--- src/rtl/sfp_ring_node.sv ---
// SFP ring node: master arbitrates Zynq/DSP frames onto the ring and tracks slave status; slave delivers, forwards, reports.
// RX pulses 1 cycle after i_rx_valid; o_tx_start 2 cycles after selection; requests hold until ack, 1-deep forward buffer drops when full.
module sfp_ring_node #(
    parameter int          N_SLAVE       = 3,
    parameter int          ID_W          = 16,
    parameter int          FRAME_W       = 128,
    parameter logic [15:0] STAT_CMD      = 16'h1111,
    parameter int          STAT_PERIOD   = 200,
    parameter int          TX_TIMEOUT    = 20,
    parameter int          ALIVE_TIMEOUT = 10000
) (
    input  logic                        S_AXI_ACLK,
    input  logic                        i_rst,
    input  logic [ID_W-1:0]             i_node_id,
    input  logic                        i_zynq_req,
    input  logic [FRAME_W-1:0]          i_zynq_frame,
    output logic                        o_zynq_ack,
    input  logic                        i_dsp_req,
    input  logic [FRAME_W-1:0]          i_dsp_frame,
    output logic                        o_dsp_ack,
    input  logic [FRAME_W-16-ID_W-1:0]  i_stat_payload,
    output logic                        o_tx_start,
    output logic [FRAME_W-1:0]          o_tx_frame,
    input  logic                        i_tx_done,
    input  logic                        i_rx_valid,
    input  logic [FRAME_W-1:0]          i_rx_frame,
    output logic                        o_cmd_valid,
    output logic [FRAME_W-1:0]          o_cmd_frame,
    output logic                        o_stat_valid,
    output logic [ID_W-1:0]             o_stat_id,
    output logic [FRAME_W-16-ID_W-1:0]  o_stat_payload,
    output logic [N_SLAVE-1:0]          o_slave_alive,
    output logic [15:0]                 o_timeout_cnt,
    output logic [15:0]                 o_drop_cnt
);
    localparam int PAY_W = FRAME_W - 16 - ID_W;
    localparam int ST_W  = $clog2(STAT_PERIOD);
    localparam int TO_W  = $clog2(TX_TIMEOUT + 1);
    localparam int AL_W  = $clog2(ALIVE_TIMEOUT + 1);

    typedef enum logic [1:0] {IDLE, LOAD, START, WAIT} state_e;

    state_e             state_q;
    logic [ID_W-1:0]    node_q, node_d;
    logic [FRAME_W-1:0] tx_frame_q, fwd_q, cmd_frame_q;
    logic               tx_start_q, zynq_ack_q, dsp_ack_q, cmd_valid_q, stat_valid_q;
    logic               fwd_vld_q, stat_pend_q;
    logic [TO_W-1:0]    wait_cnt_q;
    logic [ST_W-1:0]    stat_tmr_q;
    logic [15:0]        timeout_cnt_q, drop_cnt_q;
    logic [ID_W-1:0]    stat_id_q;
    logic [PAY_W-1:0]   stat_pay_q;
    logic [AL_W-1:0]    alive_tmr_q [N_SLAVE];
    logic [N_SLAVE-1:0] alive_seen_q;

    logic               is_master, stat_hit, local_hit, fwd_hit, stat_wrap;
    logic               take_fwd, take_zynq, take_dsp, take_stat;
    logic [15:0]        rx_cmd;
    logic [ID_W-1:0]    rx_id;

    // Node ID is only re-sampled in IDLE so a role change never disturbs an in-flight transfer.
    always_comb begin
        node_d    = (state_q == IDLE) ? i_node_id : node_q;
        is_master = (node_d == '0);
        rx_cmd    = i_rx_frame[FRAME_W-1 -: 16];
        rx_id     = i_rx_frame[FRAME_W-17 -: ID_W];
        stat_hit  = i_rx_valid && is_master && rx_cmd == STAT_CMD &&
                    rx_id != '0 && rx_id <= ID_W'(N_SLAVE);
        local_hit = i_rx_valid && !is_master && (rx_id == node_d || rx_id == '1);
        fwd_hit   = i_rx_valid && !is_master && rx_id != node_d;
        take_fwd  = state_q == IDLE && !is_master && fwd_vld_q;
        take_zynq = state_q == IDLE && is_master && i_zynq_req;
        take_dsp  = state_q == IDLE && is_master && !i_zynq_req && i_dsp_req;
        take_stat = state_q == IDLE && !is_master && !fwd_vld_q && stat_pend_q;
        stat_wrap = !is_master && stat_tmr_q == ST_W'(STAT_PERIOD - 1);
    end

    always_ff @(posedge S_AXI_ACLK) begin
        if (i_rst) begin
            state_q       <= IDLE;
            node_q        <= '0;
            tx_frame_q    <= '0;
            tx_start_q    <= 1'b0;
            zynq_ack_q    <= 1'b0;
            dsp_ack_q     <= 1'b0;
            wait_cnt_q    <= '0;
            timeout_cnt_q <= '0;
            drop_cnt_q    <= '0;
            fwd_vld_q     <= 1'b0;
            fwd_q         <= '0;
            stat_pend_q   <= 1'b0;
            stat_tmr_q    <= '0;
            cmd_valid_q   <= 1'b0;
            cmd_frame_q   <= '0;
            stat_valid_q  <= 1'b0;
            stat_id_q     <= '0;
            stat_pay_q    <= '0;
            alive_seen_q  <= '0;
            for (int k = 0; k < N_SLAVE; k++) alive_tmr_q[k] <= AL_W'(ALIVE_TIMEOUT);
        end else begin
            node_q     <= node_d;
            zynq_ack_q <= 1'b0;
            dsp_ack_q  <= 1'b0;
            tx_start_q <= 1'b0;
            case (state_q)
                IDLE: begin
                    if (take_fwd) begin
                        tx_frame_q <= fwd_q;
                        state_q    <= LOAD;
                    end else if (take_zynq) begin
                        tx_frame_q <= i_zynq_frame;
                        zynq_ack_q <= 1'b1;
                        state_q    <= LOAD;
                    end else if (take_dsp) begin
                        tx_frame_q <= i_dsp_frame;
                        dsp_ack_q  <= 1'b1;
                        state_q    <= LOAD;
                    end else if (take_stat) begin
                        tx_frame_q <= {STAT_CMD, node_d, i_stat_payload};
                        state_q    <= LOAD;
                    end
                end
                LOAD: begin
                    tx_start_q <= 1'b1;
                    state_q    <= START;
                end
                START: begin
                    wait_cnt_q <= '0;
                    state_q    <= WAIT;
                end
                default: begin
                    if (i_tx_done) begin
                        state_q <= IDLE;
                    end else if (wait_cnt_q == TO_W'(TX_TIMEOUT - 1)) begin
                        state_q <= IDLE;
                        if (timeout_cnt_q != 16'hFFFF) timeout_cnt_q <= timeout_cnt_q + 16'd1;
                    end else begin
                        wait_cnt_q <= wait_cnt_q + TO_W'(1);
                    end
                end
            endcase

            stat_valid_q <= stat_hit;
            if (stat_hit) begin
                stat_id_q  <= rx_id;
                stat_pay_q <= i_rx_frame[PAY_W-1:0];
            end
            cmd_valid_q <= local_hit;
            if (local_hit) cmd_frame_q <= i_rx_frame;

            // A frame arriving in the same cycle the pending one is captured still fits.
            if (fwd_hit) begin
                if (fwd_vld_q && !take_fwd) begin
                    if (drop_cnt_q != 16'hFFFF) drop_cnt_q <= drop_cnt_q + 16'd1;
                end else begin
                    fwd_vld_q <= 1'b1;
                    fwd_q     <= i_rx_frame;
                end
            end else if (take_fwd) begin
                fwd_vld_q <= 1'b0;
            end

            if (is_master) begin
                stat_tmr_q  <= '0;
                stat_pend_q <= 1'b0;
            end else begin
                stat_tmr_q <= stat_wrap ? '0 : stat_tmr_q + ST_W'(1);
                if (stat_wrap) stat_pend_q <= 1'b1;
                else if (take_stat) stat_pend_q <= 1'b0;
            end

            for (int k = 0; k < N_SLAVE; k++) begin
                if (stat_hit && rx_id == ID_W'(k + 1)) begin
                    alive_tmr_q[k]  <= AL_W'(ALIVE_TIMEOUT);
                    alive_seen_q[k] <= 1'b1;
                end else if (alive_tmr_q[k] != '0) begin
                    alive_tmr_q[k] <= alive_tmr_q[k] - AL_W'(1);
                end
            end
        end
    end

    always_comb begin
        o_slave_alive = '0;
        for (int k = 0; k < N_SLAVE; k++) o_slave_alive[k] = alive_seen_q[k] && alive_tmr_q[k] != '0;
    end

    assign o_zynq_ack     = zynq_ack_q;
    assign o_dsp_ack      = dsp_ack_q;
    assign o_tx_start     = tx_start_q;
    assign o_tx_frame     = tx_frame_q;
    assign o_cmd_valid    = cmd_valid_q;
    assign o_cmd_frame    = cmd_frame_q;
    assign o_stat_valid   = stat_valid_q;
    assign o_stat_id      = stat_id_q;
    assign o_stat_payload = stat_pay_q;
    assign o_timeout_cnt  = timeout_cnt_q;
    assign o_drop_cnt     = drop_cnt_q;
endmodule

--- config.mk ---
export PLATFORM = sky130hd
export DESIGN_NAME = sfp_ring_node
export DESIGN_NICKNAME = d
export VERILOG_FILES = /design/src/rtl/sfp_ring_node.sv
export SDC_FILE = /design/constraint.sdc
export NUM_CORES = 1
export LEC_CHECK = 0
export BUFFER_PORTS_ARGS = -buffer_cell sky130_fd_sc_hd__buf_2
export CAP_MARGIN = 20
export CORE_AREA = 2 2 351 353
export CTS_BUF_LIST = sky130_fd_sc_hd__clkbuf_4 sky130_fd_sc_hd__clkbuf_8
export DETAILED_ROUTE_END_ITERATION = 10
export DIE_AREA = 0 0 353 355
export GPL_ROUTABILITY_DRIVEN = 0
export PLACE_DENSITY_LB_ADDON = 0.25
export SYNTH_ARGS = -nofsm -noshare
export SYNTH_HDL_FRONTEND = slang
export SYNTH_SLANG_ARGS = --single-unit
--- constraint.sdc ---
create_clock -name S_AXI_ACLK -period 3.6 [get_ports S_AXI_ACLK]
set_input_delay 0.36 -clock S_AXI_ACLK [delete_from_list [all_inputs] [get_ports S_AXI_ACLK]]
set_output_delay 0.36 -clock S_AXI_ACLK [all_outputs]
set_load 0.005 [all_outputs]
# Word-level counts from Yosys, hierarchy flattened
# Memories as Yosys holds them, arrays and structs flattened.
# Index checks and enable logic that the tools add are counted.
[word_totals] regBits=569 latch_bits=0 mem_bits_rw=42 romBits=0 input_bits=502 out_inout_bits=408 word_cells=161 memories=1
[op_classes] addsub=7 n_mul=0 div=0 order_cmp=1 eq_ne=17 shifts=0 mux=52 bitwise=11 reduce_logical=51
[mem_list] memory="alive_tmr_q" depth=3 width=14 rd=3 rd_ports_with_merged_regs=0 write_ports=3 line="53" source="logic [AL_W-1:0] alive_tmr_q [N_SLAVE];"
[ops] cell="128-bit 2-to-1 mux" count=4
[ops] cell="14-bit 2-to-1 mux" count=6
[ops] cell="14-bit nonzero test" count=3
[ops] cell="14-bit by 1-bit subtractor with 14-bit output (second input constant)" count=3
[ops] cell="16-bit by 1-bit adder with 16-bit output (second input constant)" count=2
[ops] cell="16-bit by 2-bit equality test with 1-bit output (second input constant)" count=2
[ops] cell="16-bit inequality test (second input constant)" count=2
[ops] cell="1-bit 2-to-1 mux" count=31
[ops] cell="1-bit logical AND" count=23
[ops] cell="16-bit by 1-bit equality test with 1-bit output (second input constant)" count=1
[ops] cell="16-bit by 13-bit equality test with 1-bit output (second input constant)" count=1
[ops] cell="16-bit equality test" count=1
[ops] cell="16-bit equality test (second input constant)" count=1
[ops] cell="16-bit by 2-bit less-or-equal comparator with 1-bit output (second input constant)" count=1
[ops] cell="16-bit zero test" count=1
[ops] cell="16-bit 2-to-1 mux" count=1
[ops] cell="16-bit inequality test" count=1
[ops] cell="16-bit nonzero test" count=1
[ops] cell="2-bit 2-to-1 mux" count=6
[ops] cell="5-bit 2-to-1 mux" count=2
[ops] cell="5-bit one-hot mux with 2 select lines" count=1
[ops] cell="3-bit OR reduction" count=3
[ops] cell="8-bit by 1-bit adder with 8-bit output (second input constant)" count=1
[ops] cell="8-bit equality test (second input constant)" count=1
[ops] cell="other kinds (21)" count=40

# Depth between registers and ports, before layout
# Gate-level depths: netlist of run 1.
[logic_depth] depth_word=13 depth_mapped=13

# Worst setup path after synthesis of run 1
# Ideal clock, no wire load.
[synth_timing] path_type="register -> register" from="reg state_q[0]" to="mem alive_tmr_q[2][0] in the netlist's numbering, enable pin" arrival_time_ns=2.635 t_required_ns=3.227 path_slack_ns=0.592 stages_incl_launch_ff=12 path_buffers=3 period_less_slack_ns=3.008 path_cell_list="dfxtp_1 inv_1 ha_1 buf_2 inv_1 nand3_1 a221oi_2 and4_1 buf_2 buf_1 nand3_1 nand3_1"
[synth_lines] element="start, declared" line="43" source="state_e state_q;"
[synth_lines] element="start signal, assigned" line="80" source="state_q <= IDLE;"
[synth_lines] element="start signal, assigned" line="109" source="state_q <= LOAD;"
[synth_lines] element="start signal, assigned" line="113" source="state_q <= LOAD;"
[synth_lines] element="end, declared" line="53"

# Worst setup path after layout of run 1
[layout_timing] from="reg state_q[0]" to="reg tx_frame_q[48] (netlist: o_tx_frame[48])"
[layout_via] elab_chain_cells=9 elab_cells_between_ends=17
[layout_rtl] element="2-bit zero test *"
[layout_rtl] element="16-bit 2-to-1 mux" line="63" source="node_d = (state_q == IDLE) ? i_node_id : node_q;"
[layout_rtl] element="16-bit zero test" line="64" source="is_master = (node_d == '0);"
[layout_rtl] element="1-bit logical AND / 1-bit zero test (equally long branches)"
[layout_rtl] element="1-bit logical AND (on tied branches)" line="73, 71, 74"
[layout_rtl] element="1-bit logical AND (on tied branches)" line="73, 74"
[layout_rtl] element="128-bit 2-to-1 mux / 1-bit logical AND (equally long branches)" line="114, 74"
[layout_rtl] element="128-bit 2-to-1 mux / 4-bit nonzero test (equally long branches)"
[layout_rtl] element="128-bit 2-to-1 mux / 2-bit AND reduction (equally long branches)"
[layout_rtl] element="end signal, assigned" line="108" source="tx_frame_q <= fwd_q;"
[layout_rtl] element="end signal, assigned" line="111" source="tx_frame_q <= i_zynq_frame;"
[layout_rtl] element="end signal, assigned" line="115" source="tx_frame_q <= i_dsp_frame;"
[layout_rtl] element="end, declared" line="45" source="logic [FRAME_W-1:0] tx_frame_q, fwd_q, cmd_frame_q;"
# Every way passes the cells marked *; elsewhere a longest branch is shown, timed or not.
# A chain may end at the register's enable or synchronous reset.

==> flow_metrics.env, run 1 <==
export IMPL_tritoncts="built"
export IMPL_synth_area_mux_share=0.0931
export IMPL_grt_pass1_wl_um=196000
export IMPL_drv_cap=0
export IMPL_dr_pass1_iters=5
export IMPL_drtIter0Drc=2102
export IMPL_synth_top_area_frac=0.398
export IMPL_layout_setup_ws_ns=0.118
export IMPL_drtAntennaViolNets=0
export IMPL_reg2reg_from="state_q[0]"
export IMPL_vias=31250
export IMPL_core_area_um2=121000
export IMPL_relSlewSlack=0.256
export IMPL_ys_seq_area_frac=0.442
export IMPL_critPathLaunchType="flop"
export IMPL_yosysMostFrequentCell="nand2_1"
export IMPL_worstSetupEndpointType="flop"
export IMPL_fmax_mhz=287
export IMPL_cts_buffer_depth=3
export IMPL_drive_gt1_frac=0.276
export IMPL_yosysUniqueCellTypes=57
export IMPL_p_switching_uw=6380
export IMPL_path_class="reg -> reg"
export IMPL_cts_sinks=611
export IMPL_areaGrowthSynthToFinish_pct=46.2
export IMPL_post_route_period_util=0.967
export IMPL_synth_largest_area_cell="dfxtp_1"
export IMPL_grt_usage=0.204
export IMPL_power_frac_clock=0.382
export IMPL_fin_crit_ns=3.48
export IMPL_start_util=0.236
export IMPL_worstSkewPairLatency_ns=0.86
export IMPL_tightest_slew_ns=1.12
export IMPL_num_rows=128
export IMPL_synth_edf_count=42
export IMPL_crit_required_ns=4.38
export IMPL_ys_ff_latch=611
export IMPL_syn_area_per_cell_um2=8.17
export IMPL_regToRegSetupSlack_ns=0.12
export IMPL_holdPathStages=5
export IMPL_finalHoldViolCount=0
export IMPL_num_io_pins=910
export IMPL_p_per_area_nw_per_um2=480
export IMPL_antenna_found_initial=8
export IMPL_grt_start_max_net_pins=130
export IMPL_yosys_area_share_simple=0.273
export IMPL_setup_violations_final=0
export IMPL_p_leak_uw=0.0184
export IMPL_first_global_vias=30549
export IMPL_dp_cells=5809
export IMPL_synth_compound_area_frac=0.119
export IMPL_clk_pin_slew_ns=0.06
export IMPL_ir_drop_v=0.000278
export IMPL_die_h_um=355
export IMPL_p_int_uw=13700
export IMPL_hp_start="i_dsp_frame[100]"
export IMPL_p_sw_frac=0.317
export IMPL_whs_endpoint="o_tx_frame[100]"
export IMPL_pwr_share_seq=0.391
export IMPL_place_ws_ns=0.204
export IMPL_yosys_area_share_xor_xnor=0.0220
export IMPL_yosysWarnings=0
export IMPL_vias_per_cell=4.85
export IMPL_r2r_worst_path_cells=13
export IMPL_finalNetCount=5232
export IMPL_wirelength_um=135000
export IMPL_grt_overflow=0
export IMPL_cp_max_fo=35
export IMPL_place_detailed_hpwl_um=95700
export IMPL_numCtsBuffers=116
export IMPL_dieArea_um2=125000
export IMPL_synthCells=3507
export IMPL_fin_cells=6437
export IMPL_syn_area_um2=28700
export IMPL_synth_top_family_by_area="simple AND/OR/NAND/NOR gates"
export IMPL_synthesis_nets=4021
export IMPL_drc=0
export IMPL_n_fill_cell=12854
export IMPL_ys_flop_type="dfxtp_1"
export IMPL_r2r_end="o_tx_frame[48]"
export IMPL_crit_arrival_ns=4.26
export IMPL_drv_slew=0
export IMPL_outcome="finished, final reports clean"
export IMPL_io_buffers=909
export IMPL_hold_class="in -> reg"
export IMPL_pwr_share_comb=0.227
export IMPL_synthAdderAreaFrac=0.00524
export IMPL_ctsRootBufferMaster="clkbuf_8"
export IMPL_synth_common_cells="nand2_1, dfxtp_1, nor3_1"
export IMPL_htreeDepth=3
export IMPL_async_reset_ff_frac=0
export IMPL_die_w_um=353
export IMPL_ys_top_cells_by_area="dfxtp_1, nand2_1, nor3_1"
export IMPL_wl_per_cell_um=20.9
export IMPL_skew_ns=0.0744
==> timing repair <==
action	4_1_cts	5_1_grt
setup buffers	0	1
gates resized for setup	0	11
endpoints found under the setup margin	0	72
hold buffers	413	0
hold endpoints to repair	500	0
==> cell type report <==
cell class / count / area, µm² / share of cell area
multi-input cells: 2570 / 14800 / 0.354
flip-flops and latches: 611 / 12700 / 0.302
repair buffers: 1403 / 9750 / 0.233
clock buffers: 168 / 2140 / 0.0510
well taps: 1625 / 2030 / 0.0485
clock inverters: 41 / 419 / 0.0100
inverters: 16 / 71.3 / 0.00170
diodes: 3 / 7.51 / 0.000179
==> flip-flops by register name, summed over array words and instances (netlist names), 2 cells and up <==
name	flops
o_tx_frame	128
node_q	16
alive_tmr_q	42
stat_tmr_q	8
state_q	2
wait_cnt_q	5
o_stat_payload	96
o_cmd_frame	128
fwd_q	128
o_timeout_cnt	16
alive_seen_q	3
o_drop_cnt	16
o_stat_id	16
==> critical path, stage by stage (launching register included) <==
cell	delay [ns]
dfxtp_2	0.36
inv_1	0.07
ha_1	0.22
buf_12	0.18
clkinvlp_4	0.13
nand3_1	0.11
a221oi_2	0.40
buf_4	0.21
mux2i_4	0.25
buf_12	0.19
clkbuf_16	0.24
a21oi_1	0.15
a211oi_1	0.26
dlygate4sd3_1	0.57
==> metal layers <==
| metal | track usage | up-vias | share of wire |
|---|---|---|---|
| met5 | 0 | - | 0 |
| met4 | 0.0842 | 0 | 0.039 |
| met3 | 0.0438 | 232 | 0.065 |
| met2 | 0.324 | 1124 | 0.46 |
| met1 | 0.266 | 15009 | 0.44 |
| li1 | - | 14885 | - |
==> kinds of logic (layout without fill, tap and decap cells) <==
| group | Yosys count | count (layout) |
|---|---|---|
| other cells | 0 | 3 |
| fa+ha+maj | 12 | 12 |
| simple gates | 1708 | 1708 |
| buf+inv | 326 | 1628 |
| xor+xnor | 72 | 72 |
| compound gates | 525 | 525 |
| flops | 611 | 611 |
| mux | 253 | 253 |
==> power by group through the flow <==
stage,clock (µW),sequential [µW],combinational (µW)
6_report,7670,7850,4570
3_3_place_gp,0,7980,3840
2_1_floorplan,0,7890,2140
4_1_cts,7910,7840,4420
5_1_grt,8200,7900,4920
3_5_place_dp,0,7970,3870
==> placed cells by master, fill, tap and decap left out, types with 26 or more instances in the layout <==
master | Yosys | layout
buf_2 | 38 | 908
nand2_1 | 655 | 654
dfxtp_1 | 569 | 567
dlygate4sd3_1 | 0 | 413
nor3_1 | 404 | 402
nor2_1 | 357 | 357
a21oi_1 | 232 | 231
mux2i_1 | 148 | 147
clkbuf_8 | 0 | 140
or4_1 | 138 | 137
a22oi_1 | 108 | 108
a211oi_1 | 109 | 108
mux2_2 | 103 | 102
buf_4 | 1 | 46
xnor2_1 | 43 | 43
edfxtp_1 | 42 | 42
nand3_1 | 33 | 32
buf_12 | 0 | 31
xor2_1 | 29 | 29
clkbuf_4 | 0 | 28
nor4_1 | 27 | 26
==> worst max-delay path by stage <==
stage	start	to	slack (ns)	cells past startpoint
6_report	state_q[0]	o_tx_frame[48]	0.12	13
5_1_grt	state_q[0]	o_tx_frame[103]	-0.005	13
4_1_cts	alive_tmr_q[2][2]	o_slave_alive[2]	0.04	6
3_5_place_dp	state_q[0]	fwd_q[49]	0.20	10
3_3_place_gp	state_q[0]	fwd_q[42]	0.23	10
2_1_floorplan	state_q[0]	alive_tmr_q[2][0]	0.59	11
==> through the flow <==
step / hold slack, ns / area [µm²] / TNS (ns) / util / total power, µW
6_report: 0.106 / 41900 / 0 / 0.345 / 20100
5_1_grt: 0.0812 / 41900 / -0.0162 / 0.345 / 21000
4_1_cts: 0.000465 / 41800 / 0 / 0.344 / 20200
3_5_place_dp: 0.439 / 35100 / 0 / 0.289 / 11800
3_3_place_gp: 0.433 / 35100 / 0 / 0.289 / 11800
2_1_floorplan: 0.413 / 28700 / 0 / - / 10000
No activity file was read; power rests on OpenSTA's default activity.
==> inputs of run 2 (changes only) <==
- ABC_AREA: unset -> 1
- CORE_AREA: 2 2 351 353 -> 2 2 359 361
- DIE_AREA: 0 0 353 355 -> 0 0 361 363
- MAX_ROUTING_LAYER: unset -> met4
==> run 2 against run 1 <==
Net effect: synthesized cell count is 20% higher; cell area is 0.55% higher; clock skew is 0.00079 ns higher; largest cell class unchanged; largest power group unchanged.
==> flow_metrics.env, run 2 <==
export IMPL_outcome="finished, final reports clean"
export IMPL_ys_top_cells_by_area="dfxtp_1, nand2_1, nor2_1"
export IMPL_crit_required_ns=4.33
export IMPL_crit_arrival_ns=4.17
export IMPL_wl_per_cell_um=18.8
export IMPL_syn_area_per_cell_um2=6.69
export IMPL_ys_flop_type="dfxtp_1"
export IMPL_num_rows=131
export IMPL_num_io_pins=910
export IMPL_drv_slew=0
export IMPL_clk_pin_slew_ns=0.06
export IMPL_grt_pass1_wl_um=198000
export IMPL_critPathLaunchType="flop"
export IMPL_io_buffers=909
export IMPL_grt_overflow=0
export IMPL_areaGrowthSynthToFinish_pct=49.1
export IMPL_synth_edf_count=42
export IMPL_dr_pass1_iters=5
export IMPL_dieArea_um2=131000
export IMPL_async_reset_ff_frac=0
export IMPL_place_detailed_hpwl_um=99900
export IMPL_worstSetupEndpointType="flop"
export IMPL_die_h_um=363
export IMPL_start_util=0.222
export IMPL_finalHoldViolCount=0
export IMPL_drive_gt1_frac=0.223
export IMPL_first_global_vias=31128
export IMPL_synth_common_cells="nand2_1, nor2_1, dfxtp_1"
export IMPL_synth_top_area_frac=0.403
export IMPL_wirelength_um=138000
export IMPL_tritoncts="built"
export IMPL_cts_sinks=611
export IMPL_yosysUniqueCellTypes=32
export IMPL_rsz0062_at_grt="yes"
export IMPL_fmax_mhz=291
export IMPL_synthesis_nets=4735
export IMPL_dp_cells=6615
export IMPL_tightest_slew_ns=1.04
export IMPL_syn_area_um2=28300
export IMPL_vias=32355
export IMPL_vias_per_cell=4.42
export IMPL_cp_max_fo=76
export IMPL_ctsRootBufferMaster="clkbuf_8"
export IMPL_finalNetCount=6062
export IMPL_fin_crit_ns=3.44
export IMPL_ys_seq_area_frac=0.448
export IMPL_drc=0
export IMPL_grt_start_max_net_pins=99
export IMPL_grt_usage=0.205
export IMPL_synth_largest_area_cell="dfxtp_1"
export IMPL_yosysMostFrequentCell="nand2_1"
export IMPL_die_w_um=361
export IMPL_skew_ns=0.0752
export IMPL_yosysWarnings=0
export IMPL_drtAntennaViolNets=0
export IMPL_relSlewSlack=0.306
export IMPL_post_route_period_util=0.956
export IMPL_p_per_area_nw_per_um2=501
export IMPL_setup_violations_final=0
export IMPL_core_area_um2=127000
export IMPL_hold_class="in -> reg"
export IMPL_ys_ff_latch=611
export IMPL_numCtsBuffers=118
export IMPL_ir_drop_v=0.000287
export IMPL_cts_buffer_depth=3
export IMPL_p_leak_uw=0.0200
export IMPL_hold_slack_ns=0.0657
export IMPL_htreeDepth=3
export IMPL_fin_cells=7323
export IMPL_synthCells=4221
export IMPL_worstSkewPairLatency_ns=0.85
export IMPL_antenna_found_initial=19
export IMPL_drv_cap=0
export IMPL_final_common_cell="nand2_1"
export IMPL_final_cell_mix="nand2_1, nor2_1, buf_2, dfxtp_1, o21ai_0"
export IMPL_drtIter0Drc=2078
export IMPL_path_class="reg -> reg"
## run 2: worst paths after layout
path	slack (ns)	end	startpoint	cells past startpoint
max reg2reg	0.16	o_tx_frame[47]	state_q[0]	16
min	0.07	node_q[2]	i_node_id[2]	5
min reg2reg	0.45	stat_tmr_q[0]	stat_tmr_q[0]	1
max	0.16	o_tx_frame[47]	state_q[0]	16
## run 2: final cells by class
cell class                      count  area, µm²
Fill cell                       13787      84900
Multi-Input combinational cell   2970      13000
Sequential cell                   611      12700
Timing Repair Buffer             1472      10300
Clock buffer                      189       2370
Tap cell                         1662       2080
Inverter                          374       1440
Clock inverter                     30        240
Antenna cell                       14       35.0
Timing Repair inverter              1       8.76
## run 2: stage by stage
stage | area, µm² | setup WS (ns) | power [µW] | utilization | TNS, ns
floorplan | 28300 | 0.825 | 10900 | - | 0
global placement | 34700 | 0.0600 | 13000 | 0.273 | 0
detailed placement | 34700 | 0.0273 | 13100 | 0.273 | 0
CTS | 42000 | 0.00751 | 21300 | 0.331 | 0
global route | 42100 | -0.00739 | 22300 | 0.332 | -0.0162
finish | 42100 | 0.160 | 21100 | 0.332 | 0
## run 2: critical path, stage by stage, from the launching register on
cell     delay, ns
dfxtp_1       0.40
inv_1         0.11
ha_2          0.24
inv_6         0.19
nand2_1       0.10
nand2_2       0.19
nand2_1       0.09
nor2_1        0.13
nand2_1       0.13
nor2_4        0.24
nand3_4       0.14
buf_12        0.21
buf_12        0.25
o21ai_0       0.62
nor2_1        0.10
nor2_1        0.12
nor2_1        0.05
## run 2: where the power goes
part / internal, µW / switching [µW] / total (µW)
clock: 4270 / 3410 / 7680
sequential: 7430 / 326 / 7760
combinational: 2110 / 3570 / 5680
## run 2: logic make-up after synthesis
family / Yosys count / synth area share
adders and majority gates: 12 / 0.00531
buffers and inverters: 640 / 0.0951
and+or+nand+nor: 2233 / 0.315
xor gates and xnor gates: 61 / 0.0189
AOI/OAI and AO/OA: 664 / 0.118
DFF: 611 / 0.448
## run 2: what timing repair did
| action | 4_1_cts | 5_1_grt |
|---|---|---|
| hold endpoints to repair | 501 | 0 |
| hold buffers | 470 | 0 |
| setup endpoints to repair | 0 | 49 |
| setup buffers | 0 | 4 |
| gates resized for setup | 0 | 9 |
## run 2: layer usage
metal | vias up | global-route usage | share of wire
li1 | 15931 | - | -
met1 | 14994 | 0.257 | 0.44
met2 | 1203 | 0.328 | 0.46
met3 | 227 | 0.0382 | 0.065
met4 | 0 | 0.0747 | 0.033
met5 | - | - | 0
==> inputs of run 3 (changes only) <==
==> constraint.sdc (replaced) <==
create_clock -name S_AXI_ACLK -period 4.2 [get_ports S_AXI_ACLK]
set_input_delay 0.42 -clock S_AXI_ACLK [delete_from_list [all_inputs] [get_ports S_AXI_ACLK]]
set_output_delay 0.42 -clock S_AXI_ACLK [all_outputs]
set_load 0.02 [all_outputs]
==> run 3 against run 2 <==
Net effect: core utilization is 1.5 points lower; register-to-register slack gained 0.10 ns; sequential power down 15%; first-iteration DRC count increased by 6.1%; sequential share of layout area up 1.4 points; hold slack gained 0.018 ns; critical path depth grew 2; non-clock buffer count shrank 191; critical endpoint is now o_tx_frame[60]; largest cell class unchanged; largest power group unchanged.
==> flow_metrics.env, run 3 (same netlist as run 2, synthesis figures left out) <==
export IMPL_dieArea_um2=131000
export IMPL_wirelength_um=136000
export IMPL_grt_usage=0.204
export IMPL_finalHoldViolCount=0
export IMPL_cts_buffer_depth=3
export IMPL_drtIter0Drc=2204
export IMPL_reg2reg_from="state_q[0]"
export IMPL_cpPeakStageDelay_ns=0.55
export IMPL_setup_violations_final=0
export IMPL_wl_per_cell_um=19.1
export IMPL_hp_start="i_node_id[8]"
export IMPL_die_h_um=363
export IMPL_dr_pass1_iters=5
export IMPL_areaGrowthSynthToFinish_pct=42.4
export IMPL_path_delay_family="buffers and inverters"
export IMPL_grt_busiest_layer="met2"
export IMPL_total_power_uw=18300
export IMPL_core_area_um2=127000
export IMPL_fin_crit_ns=3.94
export IMPL_relSlewSlack=0.391
export IMPL_post_route_util=0.317
export IMPL_cp_max_fo=78
export IMPL_ir_drop_v=0.000236
export IMPL_worstSetupEndpointType="flop"
export IMPL_drtAntennaViolNets=0
export IMPL_vias_per_cell=4.41
export IMPL_drv_slew=0
export IMPL_grt_pass1_wl_um=196000
export IMPL_crit_arrival_ns=4.63
export IMPL_path_class="reg -> reg"
export IMPL_startpoint="state_q[0]"
export IMPL_drive_gt1_frac=0.222
export IMPL_grt_use_met1=0.255
export IMPL_tightest_slew_ns=0.913
export IMPL_drv_cap=0
export IMPL_die_w_um=361
export IMPL_num_io_pins=910
export IMPL_ctsRootBufferMaster="clkbuf_8"
export IMPL_drc=0
export IMPL_post_route_period_util=0.937
export IMPL_fmax_mhz=254
export IMPL_crit_chain="inv_1 > ha_4 > buf_4 > nand2_1 > nand2_1 > nand2_1 > nor2_1 > nand2_1 > nor2_4 > buf_4 > nand3_4 > nand4_1 > buf_12 > buf_16 > nand2_1 > nor2_1 > dlygate4sd3_1 > nor2_1"
export IMPL_first_global_vias=30054
export IMPL_worstSkewPairLatency_ns=0.82
export IMPL_cpMaxStageDelayCell="dlygate4sd3_1"
export IMPL_htreeDepth=3
export IMPL_final_common_cell="nand2_1"
export IMPL_n_fill_cell=13998
export IMPL_p_leak_uw=0.0193
export IMPL_outcome="finished, final reports clean"
export IMPL_place_detailed_hpwl_um=98400
export IMPL_met2_usage=0.325
export IMPL_skew_ns=0.0408
export IMPL_multi_input_area_um2=13000
export IMPL_critPathLaunchType="flop"
export IMPL_grtUsageMet3=0.0438
export IMPL_place_area_um2=34300
export IMPL_start_util=0.222
export IMPL_post_cts_buffers=0
export IMPL_postLayoutCellArea_um2=40200
export IMPL_tritoncts="built"
export IMPL_antenna_found_initial=34
export IMPL_clk_pin_slew_ns=0.06
export IMPL_worst_path_buf_inv=6
export IMPL_p_per_area_nw_per_um2=454
export IMPL_hold_class="in -> reg"
export IMPL_finalNetCount=5866
export IMPL_io_buffers=909
export IMPL_grt_overflow=0
export IMPL_vias=31438
export IMPL_grt_start_max_net_pins=129
export IMPL_num_rows=131
export IMPL_cts_sinks=611
export IMPL_regArea_um2=12700
export IMPL_final_cell_mix="nand2_1, nor2_1, buf_2, dfxtp_1, o21ai_0"
export IMPL_cp_common_cell="nand2_1"
export IMPL_crit_required_ns=4.89
export IMPL_numCtsBuffers=114
-- run 3: changes by cell type in the layout (fill, tap and decap cells not counted), moves of 3 or more --
cell / delta
clkbuf_4: +7
buf_4: -36
clkbuf_8: -5
dlygate4sd3_1: -149
diode_2: +10
clkinv_2: -16
bufinv_16: +3
inv_12: -3
buf_12: -8
-- run 3: timing repair --
item | CTS | global route
setup endpoints to repair | 0 | 57
resized for setup | 0 | 7
hold buffers | 321 | 0
hold endpoints to repair | 472 | 0
-- run 3: area by class of cell --
cell class | instances | share of cell area
Clock buffer | 191 | 0.0585
Tap cell | 1662 | 0.0517
Clock inverter | 17 | 0.00563
Multi-Input combinational cell | 2970 | 0.323
Antenna cell | 24 | 0.00149
Timing Repair Buffer | 1281 | 0.209
Sequential cell | 611 | 0.314
Inverter | 374 | 0.0354
-- run 3: tightest hold or removal path, cell delays in order --
cell and delay (ns):
buf_2 0.09, inv_1 0.03, nand2_1 0.06, nand2_2 0.12
nor2_1 0.10
-- run 3: final timing paths --
check,cells after the start,slack (ns),endpoint
worst max-delay path,18,0.26,o_tx_frame[60]
worst min-delay path,5,0.08,node_q[8]
worst max register to register,18,0.26,o_tx_frame[60]
worst min register to register,1,0.45,stat_tmr_q[0]
-- run 3: metrics by stage --
stage	TNS, ns	std cells	setup WS, ns	hold WS (ns)
6_report	0	7130	0.263	0.0837
5_1_grt	-0.0227	7130	-0.0123	0.0527
4_1_cts	0	7106	0.0235	0.00140
3_5_place_dp	0	6577	0.375	0.444
3_3_place_gp	0	6577	0.391	0.433
2_1_floorplan	0	4221	1.43	0.418
-- run 3: metal layers --
metal / up-vias / routed length [µm]
met5: - / 0
met4: 0 / 4330
met3: 204 / 8930
met2: 1082 / 62700
met1: 14618 / 60100
li1: 15534 / -
-- run 3: where the power goes --
| group | internal (µW) | switching [µW] | total, µW |
|---|---|---|---|
| clock network | 3770 | 2840 | 6610 |
| registers | 6370 | 266 | 6630 |
| logic | 1690 | 3320 | 5010 |
| total | 11800 | 6430 | 18300 |
